<file path="src/rtl/steering_ramp_ctrl.sv">
// steering_ramp_ctrl
//   Command sequencer in front of the Steering PWM block. Slews the applied
//   duty toward the commanded target by at most STEP per ramp tick, and on a
//   direction reversal ramps to zero, holds the bridge killed for DEAD_TICKS
//   ticks, then ramps up in the new direction.
//
// Ports
//   clk        system clock, rising edge
//   rst        synchronous reset, active low
//   cmd_valid  command present
//   cmd_ready  command can be accepted (accept = valid && ready at an edge)
//   cmd_duty   target duty
//   cmd_dir    target direction
//   cmd_stop   emergency stop, level sampled, beats any same-cycle command
//   mem_out    control word: [DATA_WIDTH-1]=kill, [DATA_WIDTH-2]=dir,
//              [COUNT_SIZE-1:0]=duty, all other bits zero
//   busy       state is not HALT
//   at_target  RUN with applied duty/dir equal to target duty/dir
//
// state | meaning
// ------+---------------------------------------------------------------
// HALT  | bridge killed, duty 0, waiting for a non-zero command
// RUN   | bridge enabled, duty slewing toward target once per tick
// DEAD  | reversal dead time: killed, duty 0, commands refused

module steering_ramp_ctrl #(
    parameter int COUNT_SIZE = 11,
    parameter int DATA_WIDTH = 32,
    parameter int STEP       = 8,
    parameter int TICK_DIV   = 1000,
    parameter int DEAD_TICKS = 4
) (
    input  logic                  clk,
    input  logic                  rst,
    input  logic                  cmd_valid,
    output logic                  cmd_ready,
    input  logic [COUNT_SIZE-1:0] cmd_duty,
    input  logic                  cmd_dir,
    input  logic                  cmd_stop,
    output logic [DATA_WIDTH-1:0] mem_out,
    output logic                  busy,
    output logic                  at_target
);

    localparam int PW = $clog2(TICK_DIV);
    localparam int DW = (DEAD_TICKS > 1) ? $clog2(DEAD_TICKS) : 1;
    localparam logic [PW-1:0]       PRESC_LAST = PW'(TICK_DIV - 1);
    localparam logic [DW-1:0]       DEAD_LAST  = DW'(DEAD_TICKS - 1);
    localparam logic [COUNT_SIZE:0] STEP_X     = (COUNT_SIZE + 1)'(STEP);

    typedef enum logic [1:0] {
        S_HALT = 2'd0,
        S_RUN  = 2'd1,
        S_DEAD = 2'd2
    } state_t;

    state_t                state, state_n;
    logic [COUNT_SIZE-1:0] cur_duty, cur_duty_n;
    logic [COUNT_SIZE-1:0] tgt_duty, tgt_duty_n;
    logic                  cur_dir, cur_dir_n;
    logic                  tgt_dir, tgt_dir_n;
    logic                  kill, kill_n;
    logic [PW-1:0]         presc;
    logic [DW-1:0]         dead_cnt, dead_cnt_n;
    logic                  tick;
    logic                  accept;

    // One extra bit so cur+STEP near full scale does not wrap before the clamp.
    logic [COUNT_SIZE:0] cur_x, tgt_x, up_x, dn_x, over_x;

    assign cur_x  = {1'b0, cur_duty};
    assign tgt_x  = {1'b0, tgt_duty};
    assign up_x   = cur_x + STEP_X;
    assign dn_x   = cur_x - STEP_X;
    assign over_x = cur_x - tgt_x;

    assign tick      = (presc == PRESC_LAST);
    assign cmd_ready = !cmd_stop && (state != S_DEAD);
    assign accept    = cmd_valid && cmd_ready;

    assign mem_out   = {kill, cur_dir, {(DATA_WIDTH - COUNT_SIZE - 2){1'b0}}, cur_duty};
    assign busy      = (state != S_HALT);
    assign at_target = (state == S_RUN) && (cur_duty == tgt_duty) && (cur_dir == tgt_dir);

    always_ff @(posedge clk) begin
        if (!rst) begin
            state <= S_HALT;
        end else begin
            state <= state_n;
        end
    end

    always_ff @(posedge clk) begin
        if (!rst) begin
            presc    <= '0;
            dead_cnt <= '0;
            cur_duty <= '0;
            tgt_duty <= '0;
            cur_dir  <= 1'b0;
            tgt_dir  <= 1'b0;
            kill     <= 1'b1;
        end else begin
            presc    <= tick ? '0 : presc + PW'(1);
            dead_cnt <= dead_cnt_n;
            cur_duty <= cur_duty_n;
            tgt_duty <= tgt_duty_n;
            cur_dir  <= cur_dir_n;
            tgt_dir  <= tgt_dir_n;
            kill     <= kill_n;
        end
    end

    always_comb begin
        state_n    = state;
        cur_duty_n = cur_duty;
        tgt_duty_n = tgt_duty;
        cur_dir_n  = cur_dir;
        tgt_dir_n  = tgt_dir;
        kill_n     = kill;
        dead_cnt_n = dead_cnt;

        if (cmd_stop) begin
            state_n    = S_HALT;
            kill_n     = 1'b1;
            cur_duty_n = '0;
            tgt_duty_n = '0;
        end else begin
            case (state)
                S_HALT: begin
                    kill_n     = 1'b1;
                    cur_duty_n = '0;
                    if (accept) begin
                        tgt_duty_n = cmd_duty;
                        tgt_dir_n  = cmd_dir;
                        cur_dir_n  = cmd_dir;
                        // Duty is already zero, so no dead time is needed here.
                        if (cmd_duty != '0) begin
                            kill_n  = 1'b0;
                            state_n = S_RUN;
                        end
                    end
                end

                S_RUN: begin
                    kill_n = 1'b0;
                    // The tick works on the registered target; a command accepted
                    // on the same edge is picked up by the following tick.
                    if (tick) begin
                        if (cur_dir != tgt_dir) begin
                            if (cur_duty == '0) begin
                                kill_n = 1'b1;
                                if (tgt_duty != '0) begin
                                    dead_cnt_n = '0;
                                    state_n    = S_DEAD;
                                end else begin
                                    cur_dir_n = tgt_dir;
                                    state_n   = S_HALT;
                                end
                            end else if (cur_x <= STEP_X) begin
                                cur_duty_n = '0;
                            end else begin
                                cur_duty_n = dn_x[COUNT_SIZE-1:0];
                            end
                        end else if (cur_duty == '0 && tgt_duty == '0) begin
                            kill_n  = 1'b1;
                            state_n = S_HALT;
                        end else if (cur_x < tgt_x) begin
                            cur_duty_n = (up_x >= tgt_x) ? tgt_duty : up_x[COUNT_SIZE-1:0];
                        end else if (cur_x > tgt_x) begin
                            cur_duty_n = (over_x <= STEP_X) ? tgt_duty : dn_x[COUNT_SIZE-1:0];
                        end
                    end
                    if (accept) begin
                        tgt_duty_n = cmd_duty;
                        tgt_dir_n  = cmd_dir;
                    end
                end

                S_DEAD: begin
                    kill_n     = 1'b1;
                    cur_duty_n = '0;
                    if (tick) begin
                        if (dead_cnt == DEAD_LAST) begin
                            dead_cnt_n = '0;
                            cur_dir_n  = tgt_dir;
                            kill_n     = 1'b0;
                            state_n    = S_RUN;
                        end else begin
                            dead_cnt_n = dead_cnt + DW'(1);
                        end
                    end
                end

                default: begin
                    state_n    = S_HALT;
                    kill_n     = 1'b1;
                    cur_duty_n = '0;
                end
            endcase
        end
    end

endmodule

</file>
<file path="config.mk">
export PLATFORM = sky130hd
export DESIGN_NAME = steering_ramp_ctrl
export DESIGN_NICKNAME = d
export VERILOG_FILES = /design/src/rtl/steering_ramp_ctrl.sv
export SDC_FILE = /design/constraint.sdc
export NUM_CORES = 1
export LEC_CHECK = 0
export BUFFER_PORTS_ARGS = -buffer_cell sky130_fd_sc_hd__buf_4
export CORE_ASPECT_RATIO = 2
export CORE_UTILIZATION = 25
export CTS_BUF_LIST = sky130_fd_sc_hd__clkbuf_16
export DETAILED_ROUTE_END_ITERATION = 8
export SKIP_LAST_GASP = 1
export SLEW_MARGIN = 15
export SYNTH_ARGS = -nofsm -noshare
export SYNTH_HDL_FRONTEND = slang
export SYNTH_SLANG_ARGS = --single-unit
export TNS_END_PERCENT = 100
</file>
<file path="constraint.sdc">
create_clock -name clk -period 4.1 [get_ports clk]
set_input_delay 0.615 -clock clk [delete_from_list [all_inputs] [get_ports clk]]
set_output_delay 0.615 -clock clk [all_outputs]
set_load 0.01 [all_outputs]
</file>
==> flow_metrics.env <==
export IMPL_setup_viol=0
export IMPL_port_buffer_count=31
export IMPL_fin_crit_sh=0.891
export IMPL_cts_hold_buf=0
export IMPL_cpPeakStageDelay_ps=530
export IMPL_fin_ws_ps=447
export IMPL_drtIter0Drc=166
export IMPL_rsz0062_at_grt="no"
export IMPL_ant_nets=0
export IMPL_area_growth_pct=13.8
export IMPL_root_buffer="clkbuf_16"
export IMPL_synth_area_top_cells="dfxtp_1 24%, ha_1 11%, mux2i_1 4.9%"
export IMPL_place_congestion=0.933
export IMPL_cts_max_path_buffers=2
export IMPL_dpl_hpwl_um=8280
export IMPL_cpMaxStageDelayCell="dfxtp_1"
export IMPL_arrival_ps=3810
export IMPL_clkSinkCount=39
export IMPL_die_h_um=164
export IMPL_core_um2=12600
export IMPL_tns_ps=0
export IMPL_criticalPathCategory="reg2reg"
export IMPL_avgSynthCellArea_um2=7.96
export IMPL_synthesis_area_um2=3260
export IMPL_clock_latency_ps=280
export IMPL_clk_pin_slew_ps=60
export IMPL_row_count=58
export IMPL_path_max_fanout=9
export IMPL_max_freq_mhz=274
export IMPL_wl_um=10200
export IMPL_p_total_mw=1.04
export IMPL_nNetsFinal=478
export IMPL_cts_max_level=2
export IMPL_drive_gt1_frac=0.120
export IMPL_hold_class="reg2reg"
export IMPL_p_leak_nw=1.63
export IMPL_cts_resized=0
export IMPL_drt_wirelength_per_cell_um=17.4
export IMPL_cts_tree="done"
export IMPL_crit_chain="ha_1 > xor2_1 > ha_1 > and3_1 > a221oi_1 > o21ai_0 > and4_1 > nor3_1 > o31ai_4 > a221oi_1 > o22ai_1"
export IMPL_fillerInstances=1364
export IMPL_grt_pass1_vias=3103
export IMPL_overflow=0
export IMPL_die_area_um2=13500
export IMPL_synth_cell_type_count=63
export IMPL_yosys_area_top_type="dfxtp_1"
export IMPL_ys_flop_type="dfxtp_1"
export IMPL_status="completed"
export IMPL_hold_viol_final=0
export IMPL_drc=0
export IMPL_clock_skew_ps=5.29
export IMPL_initial_core_util=0.259
export IMPL_synth_top_area_share=0.239
export IMPL_postCtsSetupBuffers=0
export IMPL_die_w_um=82.8
export IMPL_powerDensity_nw_per_um2=280
export IMPL_slew_violations=0
export IMPL_mostFrequentLayoutCells="39 x dfxtp_1, 35 x buf_4, 33 x nor2_1"
export IMPL_synth_warnings=0
export IMPL_pin_count=51
export IMPL_grt_start_max_net_pins=17
export IMPL_pre_cts_ws_ps=575
export IMPL_maxCapViolCount=0
export IMPL_worstPathRequired_ps=4260
export IMPL_final_core_util=0.294
export IMPL_crit_buf_inv=0
export IMPL_syn_inst=410
export IMPL_synth_seq_cells=39
export IMPL_grt_pass1_wl_um=16000
export IMPL_cp_top_family="compound AO/OA/AOI/OAI gates"
export IMPL_via_per_inst=5.30
export IMPL_synth_edff_count=0
export IMPL_final_common_cell="dfxtp_1"
export IMPL_end_kind="flop"
export IMPL_diodes=0
export IMPL_period_needed_ps=3650
export IMPL_yosysSeqAreaShare=0.239
export IMPL_drtPass1Iterations=4
export IMPL_worst_slew_pin_slew_ps=1010
export IMPL_track_usage=0.152
export IMPL_antenna_found_initial=0
export IMPL_slew_headroom=0.319
export IMPL_async_flop_share=0
export IMPL_cts_buffers=5
export IMPL_crit_path_start_kind="flop"
export IMPL_ir_drop_mv=0.193
export IMPL_dr_total_vias=3103
[layer usage]
| metal | vias to the layer above | track usage | share of wire |
|---|---|---|---|
| met5 | - | 0 | 0 |
| met4 | 0 | 0.126 | 0.072 |
| met3 | 38 | 0.0121 | 0.024 |
| met2 | 93 | 0.307 | 0.56 |
| met1 | 1474 | 0.130 | 0.34 |
| li1 | 1498 | - | - |
[where the power goes]
group	internal [mW]	leakage (nW)	total [mW]	switching, mW
Combinational	0.0792	1.23	0.212	0.133
Clock	0.284	0.0812	0.434	0.150
Sequential	0.386	0.316	0.394	0.00800
Total	0.749	1.63	1.04	0.291
[state kept, by name (all words and copies together), names as in the netlist]
| name | count |
|---|---|
| cur_duty | 11 |
| state | 2 |
| dead_cnt | 2 |
| tgt_dir | 1 |
| tgt_duty | 11 |
| cur_dir | 1 |
| presc | 10 |
| kill | 1 |
[cell families after synthesis]
group | after synthesis | share of synthesized area
AO/OA/AOI/OAI | 100 | 0.215
adder cells (fa/ha/maj) | 28 | 0.107
other | 1 | 0.00115
multiplexers | 16 | 0.0491
XOR/XNOR | 18 | 0.0483
AND/OR/NAND/NOR | 145 | 0.238
buffers and inverters | 63 | 0.102
flip-flops | 39 | 0.239
[per-stage QoR]
step / instances / cell area (um^2) / hold WS, ps
global placement: 577 / 3550 / 447
global route: 585 / 3720 / 510
floorplan: 428 / 3330 / 426
detailed placement: 577 / 3550 / 456
CTS: 585 / 3720 / 469
finish: 585 / 3720 / 467
[final timing paths]
| check | slack [ps] | cells after the start | startpoint | to |
|---|---|---|---|---|
| worst max-delay path | 450 | 11 | cur_duty[4] | cur_duty[8] |
| worst min-delay path | 470 | 1 | presc[0] | presc[0] |
| worst max register to register | 450 | 11 | cur_duty[4] | cur_duty[8] |
| worst min register to register | 470 | 1 | presc[0] | presc[0] |
[cells in the mapped netlist, types with 6 or more instances]
cell,count
buf_4,21
nand3_1,21
clkbuf_1,6
xor2_1,9
nand2b_1,6
dfxtp_1,39
nor3_1,10
inv_1,27
o21ai_0,13
a31oi_1,6
a21o_1,11
and3_1,11
xnor2_1,9
ha_1,28
buf_2,7
nor4_1,10
nor2_1,33
nand2_1,23
a21oi_1,23
mux2i_1,16
[final cells by class]
| class | count | area (um^2) | area share |
|---|---|---|---|
| Multi-Input combinational cell | 326 | 2220 | 0.597 |
| Timing Repair Buffer | 35 | 263 | 0.0707 |
| Tap cell | 150 | 188 | 0.0505 |
| Sequential cell | 39 | 781 | 0.210 |
| Clock buffer | 5 | 125 | 0.0337 |
| Clock inverter | 3 | 38.8 | 0.0104 |
| Inverter | 27 | 101 | 0.0273 |
Power figures use the tool's default switching activity.
